## config.mk

```make
export PLATFORM = sky130hd
export DESIGN_NAME = alu_result_stage
export DESIGN_NICKNAME = d
export VERILOG_FILES = /design/src/rtl/alu_result_stage.sv
export SDC_FILE = /design/constraint.sdc
export NUM_CORES = 1
export LEC_CHECK = 0
export BUFFER_PORTS_ARGS = -buffer_cell sky130_fd_sc_hd__buf_2
export CORE_AREA = 3 3 92 94
export CTS_BUF_LIST = sky130_fd_sc_hd__clkbuf_4 sky130_fd_sc_hd__clkbuf_8
export CTS_CLUSTER_DIAMETER = 120
export CTS_CLUSTER_SIZE = 30
export DETAILED_ROUTE_END_ITERATION = 10
export DIE_AREA = 0 0 95 97
export HOLD_SLACK_MARGIN = 0.15
export PLACE_DENSITY_LB_ADDON = 0.2
export SYNTH_ARGS = -nofsm -noshare
export SYNTH_HDL_FRONTEND = slang
export SYNTH_SLANG_ARGS = --single-unit
```

## constraint.sdc

```tcl
create_clock -name clk -period 1.8 [get_ports clk]
set_input_delay 0.18 -clock clk [delete_from_list [all_inputs] [get_ports clk]]
set_output_delay 0.18 -clock clk [all_outputs]
set_load 0.1 [all_outputs]
```

## src/rtl/alu_result_stage.sv

```systemverilog
`default_nettype none
// ============================================================================
// Module      : alu_result_stage
// Description : Registered output stage behind the 32-bit ALU result mux
//               array. Captures result, op select and raw carry/overflow,
//               derives status flags at capture time, and presents them
//               through a valid/ready handshake. A 2-entry skid buffer
//               (main + skid) sustains one transfer per cycle while keeping
//               in_ready a pure flop output.
// Optional    : ALU_RES_STICKY_EN -- adds sticky_ovf / sticky_clr, an
//               accumulated overflow flag over all accepted entries.
// Ports       : clk, reset_n (sync, active-low)
//               in_valid/in_ready, in_result, in_sel, in_cout, in_ovf
//               out_valid/out_ready, out_result, out_sel, out_zero,
//               out_neg, out_cout, out_ovf
//               sticky_ovf (out), sticky_clr (in)  [ALU_RES_STICKY_EN]
// Revision    : 1.0 - initial release
// ============================================================================
module alu_result_stage #(
    parameter int WIDTH = 32,
    parameter int SEL_W = 4
) (
    input  logic             clk,
    input  logic             reset_n,
    input  logic             in_valid,
    output logic             in_ready,
    input  logic [WIDTH-1:0] in_result,
    input  logic [SEL_W-1:0] in_sel,
    input  logic             in_cout,
    input  logic             in_ovf,
    output logic             out_valid,
    input  logic             out_ready,
    output logic [WIDTH-1:0] out_result,
    output logic [SEL_W-1:0] out_sel,
    output logic             out_zero,
    output logic             out_neg,
    output logic             out_cout,
    output logic             out_ovf
`ifdef ALU_RES_STICKY_EN
    ,
    output logic             sticky_ovf,
    input  logic             sticky_clr
`endif
);

    // Entry layout: {result, sel, zero, neg, cout, ovf}
    localparam int ENTRY_W = WIDTH + SEL_W + 4;

    localparam logic [1:0] ST_EMPTY = 2'd0;  // nothing held
    localparam logic [1:0] ST_ONE   = 2'd1;  // main valid, skid empty
    localparam logic [1:0] ST_FULL  = 2'd2;  // main and skid valid

    logic [1:0]         state_q, state_d;
    logic [ENTRY_W-1:0] main_q, main_d;
    logic [ENTRY_W-1:0] skid_q, skid_d;
    logic               in_ready_q, in_ready_d;

    logic               w_arith;
    logic               w_in_ovf_masked;
    logic [ENTRY_W-1:0] w_in_entry;
    logic               w_in_xfer;
    logic               w_out_xfer;
    logic               w_out_valid;

    // Top select bit splits arithmetic ops (0-7) from logic/shift ops (8-15);
    // carry and overflow are meaningless for the latter and are forced low.
    assign w_arith         = ~in_sel[SEL_W-1];
    assign w_in_ovf_masked = w_arith & in_ovf;
    assign w_in_entry      = {in_result, in_sel, ~|in_result, in_result[WIDTH-1],
                              w_arith & in_cout, w_in_ovf_masked};

    assign w_out_valid = (state_q != ST_EMPTY);
    assign w_in_xfer   = in_valid & in_ready_q;
    assign w_out_xfer  = w_out_valid & out_ready;

    always_comb begin
        state_d = state_q;
        main_d  = main_q;
        skid_d  = skid_q;
        case (state_q)
            ST_EMPTY: begin
                if (w_in_xfer) begin
                    main_d  = w_in_entry;
                    state_d = ST_ONE;
                end
            end
            ST_ONE: begin
                if (w_in_xfer && w_out_xfer) begin
                    main_d = w_in_entry;
                end else if (w_in_xfer) begin
                    skid_d  = w_in_entry;
                    state_d = ST_FULL;
                end else if (w_out_xfer) begin
                    state_d = ST_EMPTY;
                end
            end
            ST_FULL: begin
                // in_ready is low here, so no input can arrive this cycle.
                if (w_out_xfer) begin
                    main_d  = skid_q;
                    state_d = ST_ONE;
                end
            end
            default: begin
                state_d = ST_EMPTY;
            end
        endcase
        // Registered ready: derived from the next state so it is a flop output.
        in_ready_d = (state_d != ST_FULL);
    end

    always_ff @(posedge clk) begin
        if (!reset_n) begin
            state_q    <= ST_EMPTY;
            main_q     <= '0;
            skid_q     <= '0;
            in_ready_q <= 1'b1;
        end else begin
            state_q    <= state_d;
            main_q     <= main_d;
            skid_q     <= skid_d;
            in_ready_q <= in_ready_d;
        end
    end

    assign in_ready   = in_ready_q;
    assign out_valid  = w_out_valid;
    assign out_result = main_q[ENTRY_W-1 -: WIDTH];
    assign out_sel    = main_q[4 +: SEL_W];
    assign out_zero   = main_q[3];
    assign out_neg    = main_q[2];
    assign out_cout   = main_q[1];
    assign out_ovf    = main_q[0];

`ifdef ALU_RES_STICKY_EN
    logic sticky_q, sticky_d;

    // A set in the same cycle as a clear wins, so no overflow is ever lost.
    always_comb begin
        sticky_d = sticky_q;
        if (w_in_xfer && w_in_ovf_masked) begin
            sticky_d = 1'b1;
        end else if (sticky_clr) begin
            sticky_d = 1'b0;
        end
    end

    always_ff @(posedge clk) begin
        if (!reset_n) begin
            sticky_q <= 1'b0;
        end else begin
            sticky_q <= sticky_d;
        end
    end

    assign sticky_ovf = sticky_q;
`endif

endmodule
`default_nettype wire

```

==> flow_metrics.py <==
metrics = {
    "flow_run": {
        "drv_cap": 0,
    },
    "synthesis": {
        "synth_top_cell_area_share": 0.455,
        "ys.warnings.count": 0,
        "synth_seq_cells": 81,
        "mappedNetlistNets": 417,
        "syn_area_um2": 3560,
        "synth_ff_type": "dfxtp_1",
        "avgSynthCellArea_um2": 9.50,
        "synthTopCellsByArea": "dfxtp_1 46%, nand2_1 12%, mux2i_1 11%",
        "synth_largest_area_cell": "dfxtp_1",
        "synth_edf_count": 0,
        "synth_most_common_cell": "nand2_1",
        "synth-async-reset-ratio": 0,
        "synth_common_cells": "115 x nand2_1, 81 x dfxtp_1, 39 x mux2i_1",
        "syn_inst": 375,
        "seq_area_frac_synth": 0.455,
        "synth_cell_types": 32,
    },
    "route": {
        "vias": 2979,
        "firstDrtPassIters": 6,
        "drtAntennaViolNets": 0,
        "avgViaCountPerCell": 5.07,
        "drtIter0Drc": 127,
        "post_drt_wl_per_cell_um": 13.6,
        "routed_wl_mm": 7.96,
        "drc": 0,
    },
    "timing": {
        "fmax_ghz": 0.659,
        "tns_ns": 0,
        "rsz0062_at_grt": "no",
        "setup_viol_count_final": 0,
        "clock_skew_ns": 0.00695,
        "min_period_over_period": 0.843,
        "max_slew_margin": 0.664,
        "tightest_slew_ns": 0.507,
        "finalHoldViolations": 0,
        "report.final.slew_viol_count": 0,
        "post-route-min-period_ns": 1.52,
    },
    "layout": {
        "nFillCells": 693,
        "nets": 524,
        "multi_input_area_um2": 1730,
        "synthToLayoutAreaGrowth_pct": 28.8,
        "antenna_cells": 0,
        "seq_area_um2": 1620,
        "final_layout_size_suffix_gt1_frac": 0.233,
    },
    "critical_path": {
        "path_buf_inv": 1,
        "critical_path.cell_chain": "or2_2 -> buf_2",
        "critPathLaunchType": "register",
        "path_max_fanout": 7,
        "required_ns": 1.62,
        "criticalPathCategory": "register to output port",
        "cp-end-kind": "output port",
        "cp.arrival_ns": 1.34,
        "critPathSlowestCell": "dfxtp_1",
        "cp_slowest_stage_delay_ns": 0.43,
        "rrSetupSlack_ns": 0.30,
        "path_delay_family": "flip-flops",
    },
    "cts": {
        "cts_tree": "yes",
        "cts_htree_levels": 3,
        "cts_sinks": 81,
        "cts_resized": 0,
        "clk_latency_ns": 0.34,
        "numCtsBuffers": 9,
        "clockBufferDepth": 2,
        "clk_pin_slew_worst_paths_ns": 0.07,
        "post_cts_buffers": 0,
        "root_buffer": "clkbuf_8",
    },
    "die": {
        "ios": 84,
        "die_y_um": 97,
        "die_w_um": 95,
        "num_rows": 32,
        "initial_core_util": 0.461,
        "fp.coreArea_um2": 7730,
        "die_area_um2": 9220,
    },
    "place": {
        "port_buffers": 83,
        "post-dp-hpwl_mm": 5.29,
        "place.gp.congestion": 0.788,
    },
    "min_path": {
        "min_path_type": "input pin to register",
    },
    "global_routing": {
        "globalRouteTotalUtil": 0.182,
        "grt_pass1_wl_mm": 13.6,
        "grt_pass1_vias": 3020,
        "antenna_found_initial": 0,
        "grt_overflow": 0,
        "grt_start_max_net_pins": 62,
    },
    "power_and_ir_drop": {
        "p_total_mw": 4.75,
        "powerDensity_nw_per_um2": 1040,
        "ir_worst_vdd_v": 0.000521,
        "leakage_nw": 2.46,
    },
    "outcome": {
        "status": "finished clean",
    },
}
## through the flow
step                      setup slack [ns]   util  hold slack (ns)  std cells  cell area (um2)
after detailed placement             0.305  0.517            0.446        537             3990
final                                0.282  0.594            0.178        587             4590
after global routing                 0.114  0.594            0.173        587             4590
after floorplan                      0.176      -            0.305        375             3560
after global placement               0.375  0.517            0.440        537             3990
after CTS                            0.259  0.594            0.160        587             4590
## flip-flops by register name, summed over array words and instances, names as in the netlist
register / count
state_q: 2
main_q: 39
in_ready: 1
skid_q: 39
## final timing paths
kind | startpoint | endpoint | cells after the start
max | state_q[1]$_SDFF_PN0_ | out_valid | 2
min | out_ready | in_ready$_SDFF_PN1_ | 2
max reg2reg | state_q[1]$_SDFF_PN0_ | main_q[3]$_SDFFE_PN0P_ | 5
min reg2reg | skid_q[21]$_SDFFE_PN0P_ | skid_q[21]$_SDFFE_PN0P_ | 2
## final cells by class
type / count / area share
Sequential cell: 81 / 0.354
Timing Repair Buffer: 127 / 0.190
Inverter: 1 / 0.000818
Tap cell: 102 / 0.0278
Multi-Input combinational cell: 262 / 0.376
Clock buffer: 11 / 0.0316
Clock inverter: 3 / 0.0196
## metal layers
metal | up-vias | track usage | wire length, um
met1 | 1401 | 0.218 | 3670
met3 | 9 | 0.0319 | 251
met2 | 60 | 0.315 | 3930
met4 | 0 | 0.0755 | 116
li1 | 1509 | - | -
met5 | - | 0 | 0
## placed cells by master (no fill, tap or decap), drive strengths merged, types with 2 or more instances in the layout
| cell | synthesis | final |
|---|---|---|
| nor2b | 3 | 3 |
| bufinv | 0 | 3 |
| nand4 | 2 | 2 |
| mux2i | 39 | 39 |
| a21boi | 39 | 39 |
| and2 | 2 | 2 |
| nand3b | 2 | 2 |
| nand2 | 116 | 116 |
| clkbuf | 8 | 11 |
| dlygate4sd3 | 0 | 36 |
| buf | 23 | 91 |
| o211a | 38 | 38 |
| nor4 | 8 | 8 |
| dfxtp | 81 | 81 |
| nand2b | 2 | 2 |
## kinds of logic after synthesis
group / Yosys count / synth area share
simple gates: 140 / 0.169
compound gates: 83 / 0.203
flops: 81 / 0.455
mux: 39 / 0.110
buf+inv: 32 / 0.0632
## timing repair
action,CTS,global route
setup endpoints to repair,0,0
hold buffers,36,0
hold endpoints to repair,36,0
## power breakdown
group	leakage (nW)	internal, mW	total (mW)	switching (mW)
Combinational	1.68	0.305	1.23	0.924
Clock	0.119	0.960	1.56	0.604
Sequential	0.663	1.90	1.96	0.0570
No activity file was read; power rests on OpenSTA's default activity.
